**src/rtl/ti_pkg.sv**
```systemverilog
// rtl/ti_pkg.sv - shared defaults, FSM states and share type for the TI share recombiner
package ti_pkg;

  localparam int TI_WIDTH   = 4;
  localparam int TI_NSHARES = 4;

  typedef enum logic [1:0] {
    IDLE  = 2'd0,
    ACCUM = 2'd1,
    HOLD  = 2'd2
  } state_t;

  typedef logic [TI_WIDTH-1:0] share_t;

endpackage

```
**src/rtl/ti_xor_acc.sv**
```systemverilog
// rtl/ti_xor_acc.sv - share XOR accumulator and share counter; holds partial XORs only
module ti_xor_acc #(
  parameter int WIDTH   = 4,
  parameter int NSHARES = 4,
  parameter int CNTW    = $clog2(NSHARES)
) (
  input  logic             clk,
  input  logic             rst,
  input  logic             i_clr,
  input  logic             i_load,
  input  logic             i_xen,
  input  logic [WIDTH-1:0] i_din,
  output logic [WIDTH-1:0] o_acc_xor,
  output logic [CNTW-1:0]  o_cnt
);

  logic [WIDTH-1:0] r_acc;
  logic [CNTW-1:0]  r_cnt;

  // clear wins so the partial XOR never survives past the end of a value
  always_ff @(posedge clk) begin
    if (rst || i_clr) begin
      r_acc <= '0;
      r_cnt <= '0;
    end else if (i_load) begin
      r_acc <= i_din;
      r_cnt <= CNTW'(1);
    end else if (i_xen) begin
      r_acc <= r_acc ^ i_din;
      r_cnt <= r_cnt + CNTW'(1);
    end
  end

  assign o_acc_xor = r_acc ^ i_din;
  assign o_cnt     = r_cnt;

endmodule

```
**src/rtl/ti_share_recombiner.sv**
```systemverilog
// rtl/ti_share_recombiner.sv - serial TI share recombiner: XORs NSHARES shares into one unmasked value
module ti_share_recombiner
  import ti_pkg::*;
#(
  parameter  int WIDTH   = TI_WIDTH,
  parameter  int NSHARES = TI_NSHARES,
  localparam int CNTW    = $clog2(NSHARES)
) (
  input  logic             clk,
  input  logic             rst,
  input  logic [WIDTH-1:0] in_share,
  input  logic             in_valid,
  input  logic             in_last,
  output logic             in_ready,
  output logic [WIDTH-1:0] out_data,
  output logic             out_valid,
  input  logic             out_ready,
  output logic             err,
  output logic [CNTW-1:0]  share_cnt
);

  state_t           r_state;
  state_t           w_state_nxt;
  logic [WIDTH-1:0] r_out_data;
  logic             r_err;

  logic             w_in_ready;
  logic             w_accept;
  logic             w_last_share;
  logic             w_clr;
  logic             w_load;
  logic             w_xen;
  logic             w_out_load;
  logic             w_err_set;
  logic [WIDTH-1:0] w_acc_xor;
  logic [CNTW-1:0]  w_cnt;

  ti_xor_acc #(
    .WIDTH   (WIDTH),
    .NSHARES (NSHARES),
    .CNTW    (CNTW)
  ) u_acc (
    .clk       (clk),
    .rst       (rst),
    .i_clr     (w_clr),
    .i_load    (w_load),
    .i_xen     (w_xen),
    .i_din     (in_share),
    .o_acc_xor (w_acc_xor),
    .o_cnt     (w_cnt)
  );

  assign w_in_ready   = !rst && (r_state != HOLD);
  assign w_accept     = in_valid && w_in_ready;
  assign w_last_share = (w_cnt == CNTW'(NSHARES - 1));

  always_comb begin
    w_state_nxt = r_state;
    w_clr       = 1'b0;
    w_load      = 1'b0;
    w_xen       = 1'b0;
    w_out_load  = 1'b0;
    w_err_set   = 1'b0;
    case (r_state)
      IDLE: begin
        // in_last on the first share is always early since NSHARES >= 2
        if (w_accept) begin
          if (in_last) begin
            w_err_set = 1'b1;
            w_clr     = 1'b1;
          end else begin
            w_load      = 1'b1;
            w_state_nxt = ACCUM;
          end
        end
      end
      ACCUM: begin
        if (w_accept) begin
          if (w_last_share) begin
            w_out_load  = 1'b1;
            w_clr       = 1'b1;
            w_err_set   = !in_last;
            w_state_nxt = HOLD;
          end else if (in_last) begin
            w_err_set   = 1'b1;
            w_clr       = 1'b1;
            w_state_nxt = IDLE;
          end else begin
            w_xen = 1'b1;
          end
        end
      end
      HOLD: begin
        if (out_ready) begin
          w_state_nxt = IDLE;
        end
      end
      default: begin
        w_clr       = 1'b1;
        w_state_nxt = IDLE;
      end
    endcase
  end

  always_ff @(posedge clk) begin
    if (rst) begin
      r_state    <= IDLE;
      r_out_data <= '0;
      r_err      <= 1'b0;
    end else begin
      r_state <= w_state_nxt;
      if (w_out_load) begin
        r_out_data <= w_acc_xor;
      end
      if (w_err_set) begin
        r_err <= 1'b1;
      end
    end
  end

  assign in_ready  = w_in_ready;
  assign out_data  = r_out_data;
  assign out_valid = (r_state == HOLD);
  assign err       = r_err;
  assign share_cnt = w_cnt;

endmodule

```
**config.mk**
```make
export PLATFORM = sky130hd
export DESIGN_NAME = ti_share_recombiner
export DESIGN_NICKNAME = d
export VERILOG_FILES = /design/src/rtl/ti_pkg.sv /design/src/rtl/ti_xor_acc.sv /design/src/rtl/ti_share_recombiner.sv
export SDC_FILE = /design/constraint.sdc
export NUM_CORES = 1
export LEC_CHECK = 0
export CORE_ASPECT_RATIO = 1.5
export CORE_UTILIZATION = 30
export CTS_CLUSTER_SIZE = 10
export DETAILED_ROUTE_END_ITERATION = 12
export DONT_BUFFER_PORTS = 1
export HOLD_SLACK_MARGIN = 0.08
export PLACE_DENSITY = 0.41
export SYNTH_ARGS = -nofsm -noshare
export SYNTH_HDL_FRONTEND = slang
export SYNTH_SLANG_ARGS = --single-unit
export TNS_END_PERCENT = 10
```
**constraint.sdc**
```tcl
create_clock -name clk -period 1.51 [get_ports clk]
set_input_delay 0.2265 -clock clk [delete_from_list [all_inputs] [get_ports clk]]
set_output_delay 0.2265 -clock clk [all_outputs]
set_load 0.01 [all_outputs]
```
==> results_dict.tcl <==
set metrics [dict create \
    finalCritPeriodShare 0.948 \
    status "finished clean" \
    vias 682 \
    dp_hpwl_mm 1.30 \
    pin_count 18 \
    synth_xor_area_frac 0.0517 \
    port_buffers 0 \
    netlist_area_um2 678 \
    reg2reg_slack_ps 80 \
    final_cell_mix "o21ai_0 (11), dfxtp_1 (11), buf_4 (11)" \
    antenna_cells 0 \
    rsz0062_at_grt "yes" \
    drtIter0Drc 12 \
    area_delta_synth_final_pct 28.6 \
    cp_slowest_stage_delay_ps 340 \
    max_freq_mhz 698 \
    die_area_um2 2460 \
    place_congestion 0.750 \
    finalClockSkew_ps 6.34 \
    placed_cells 117 \
    routed_wl_mm 1.76 \
    power_leakage_nw 0.308 \
    worst-setup-path-type "reg -> reg" \
    syn_avg_cell_area_um2 7.98 \
    period_needed_ps 1430 \
    cts-root-buf "clkbuf_4" \
    finalNonFillerCells 123 \
    grt_overflow 0 \
    seq_area_frac_synth 0.384 \
    postCtsSetupBuffers 0 \
    die_w_um 40.8 \
    wl_per_cell_um 14.3 \
    synth-seq-cells 13 \
    yosys.area_share.simple 0.251 \
    finalHoldViolCount 0 \
    drive_gt1_frac 0.267 \
    cp_cell_sequence "ha_2 -> inv_2 -> ha_4 -> buf_4 -> nor2b_1 -> buf_4 -> a2bb2oi_1 -> nor3_1" \
    clock_latency_ps 280 \
    fin_nets 113 \
    drc 0 \
    tightest_slew_ps 344 \
    viasPerCell 5.54 \
    initial_utilization 0.327 \
    synthAdderAreaFrac 0.0369 \
    yosysUniqueCellTypes 23 \
    p_total_w 0.000687 \
    ys_warn_count 0 \
    crit_path_frequent_cell "buf_4" \
    ir_drop_mv 0.267 \
    numCtsBuffers 3 \
    critical_path_peak_fanout 3 \
    numClockSinks 13 \
    antenna_found_initial 0 \
    slew_violations 0 \
    syn_inst 85 \
    row_count 20 \
    regArea_um2 263 \
    crit_required_ps 1670 \
    power_density_nw_per_um2 787 \
    ant_nets 0 \
    synth_compound_area_frac 0.238 \
    maxCapViolCount 0 \
    path_clk_slew_ps 90 \
    multi_input_area_um2 414 \
    globalRouteTotalUtil 0.167 \
    utilization 0.420 \
    synth_top_family_by_area "simple AND/OR/NAND/NOR gates" \
    synth_fp_nets 96 \
    grt_pass1_wl_mm 2.68 \
    grt_pass1_vias 619 \
    worstHoldPathType "in -> reg" \
    coreArea_um2 2080 \
    worstSetupStartpointType "flip-flop" \
    cts_tree "done" \
    nFillCells 225 \
    crit_slowest_cell "dfxtp_2" \
    max_slew_margin 0.770 \
    synth.area.mux_share 0 \
    dr.pass1.iters 3 \
    end_kind "flip-flop" \
    die_h_um 60.2 \
    finalSetupViolCount 0 \
    cp.arrival_ps 1590 \
    grt_max_degree 10 \
    cts_buffer_depth 2 \
    htree_levels 1 \
]
[cells in the mapped netlist, drive strengths merged]
library cell | n | area [µm²]
ha | 2 | 25.0
a31oi | 5 | 31.3
or2 | 1 | 6.26
nand3 | 8 | 40.0
o21ai | 12 | 60.1
clkbuf | 2 | 7.51
a21oi | 3 | 15.0
a2bb2oi | 1 | 8.76
a41oi | 1 | 8.76
dfxtp | 13 | 260
inv | 5 | 18.8
a22oi | 1 | 7.51
nor2 | 9 | 33.8
or3b | 1 | 11.3
nor3 | 2 | 21.3
xnor2 | 4 | 35.0
nand4 | 1 | 6.26
a211oi | 4 | 30.0
or3 | 1 | 6.26
nor2b | 1 | 6.26
nand2 | 7 | 26.3
nor3b | 1 | 12.5
[final timing paths]
check                                    from                     endpoint  depth (start not counted)
setup / recovery  u_acc.o_cnt[0]$_SDFFE_PP0P_      r_state[0]$_SDFFE_PP0P_                          8
hold / removal                    in_share[1]  u_acc.r_acc[1]$_SDFFE_PP0P_                          2
setup reg to reg  u_acc.o_cnt[0]$_SDFFE_PP0P_      r_state[0]$_SDFFE_PP0P_                          8
hold reg to reg   u_acc.r_acc[2]$_SDFFE_PP0P_  u_acc.r_acc[2]$_SDFFE_PP0P_                          2
[state kept, by name, summed over array words and instances (netlist names)]
name	cells
err	1
u_acc.r_acc	4
r_state	2
u_acc.o_cnt	2
out_data	4
[through the flow]
step                      setup TNS (ps)  cell area (µm²)  worst slack, ps  hold slack (ps)
final                                  0              872             78.1              102
after global routing               -7.06              872            -7.06             86.1
after CTS                              0              842             7.37             87.2
after detailed placement               0              801             17.4              303
after global placement                 0              801             6.43              301
after floorplan                        0              678             64.9              388
[worst max-delay path: cells and delay by family (launching register included)]
family,cells,cell delay (ps)
buffers and inverters,3,300
AND/OR/NAND/NOR,2,200
AO/OA/AOI/OAI,1,150
adder cells (fa/ha/maj),2,330
flip-flops,1,340
[routing by layer]
layer | GRT usage | up-vias | routed length [µm]
met5 | 0 | - | 0
met1 | 0.195 | 320 | 750
li1 | - | 341 | -
met2 | 0.261 | 16 | 880
met4 | 0.100 | 0 | 47
met3 | 0.0372 | 5 | 79
[logic make-up (layout without fill, tap and decap cells)]
kind of cell | after synthesis | count (layout)
XOR/XNOR | 4 | 4
AO/OA/AOI/OAI | 27 | 27
buffers and inverters | 7 | 23
flip-flops | 13 | 13
AND/OR/NAND/NOR | 32 | 32
adder cells (fa/ha/maj) | 2 | 2
[layout make-up]
cell class,count,share of cell area
Clock buffer,4,0.0301
Inverter,5,0.0215
Multi-Input combinational cell,65,0.475
Sequential cell,13,0.301
Tap cell,22,0.0316
Timing Repair Buffer,14,0.141
[what timing repair did]
item,4_1_cts,5_1_grt
hold endpoints to repair,7,1
hold buffers,1,1
endpoints found under the setup margin,1,9
gates resized for setup,3,7
pin swaps,1,3
gates cloned,0,0
[power by group]
| group | internal, W | switching [W] | total (W) | leakage [nW] |
|---|---|---|---|---|
| logic | 0.0000495 | 0.0000516 | 0.000101 | 0.186 |
| registers | 0.000352 | 0.0000112 | 0.000363 | 0.106 |
| clock network | 0.000103 | 0.000120 | 0.000222 | 0.0150 |
| total | 0.000504 | 0.000182 | 0.000687 | 0.308 |
No activity file was read; power rests on OpenSTA's default activity.
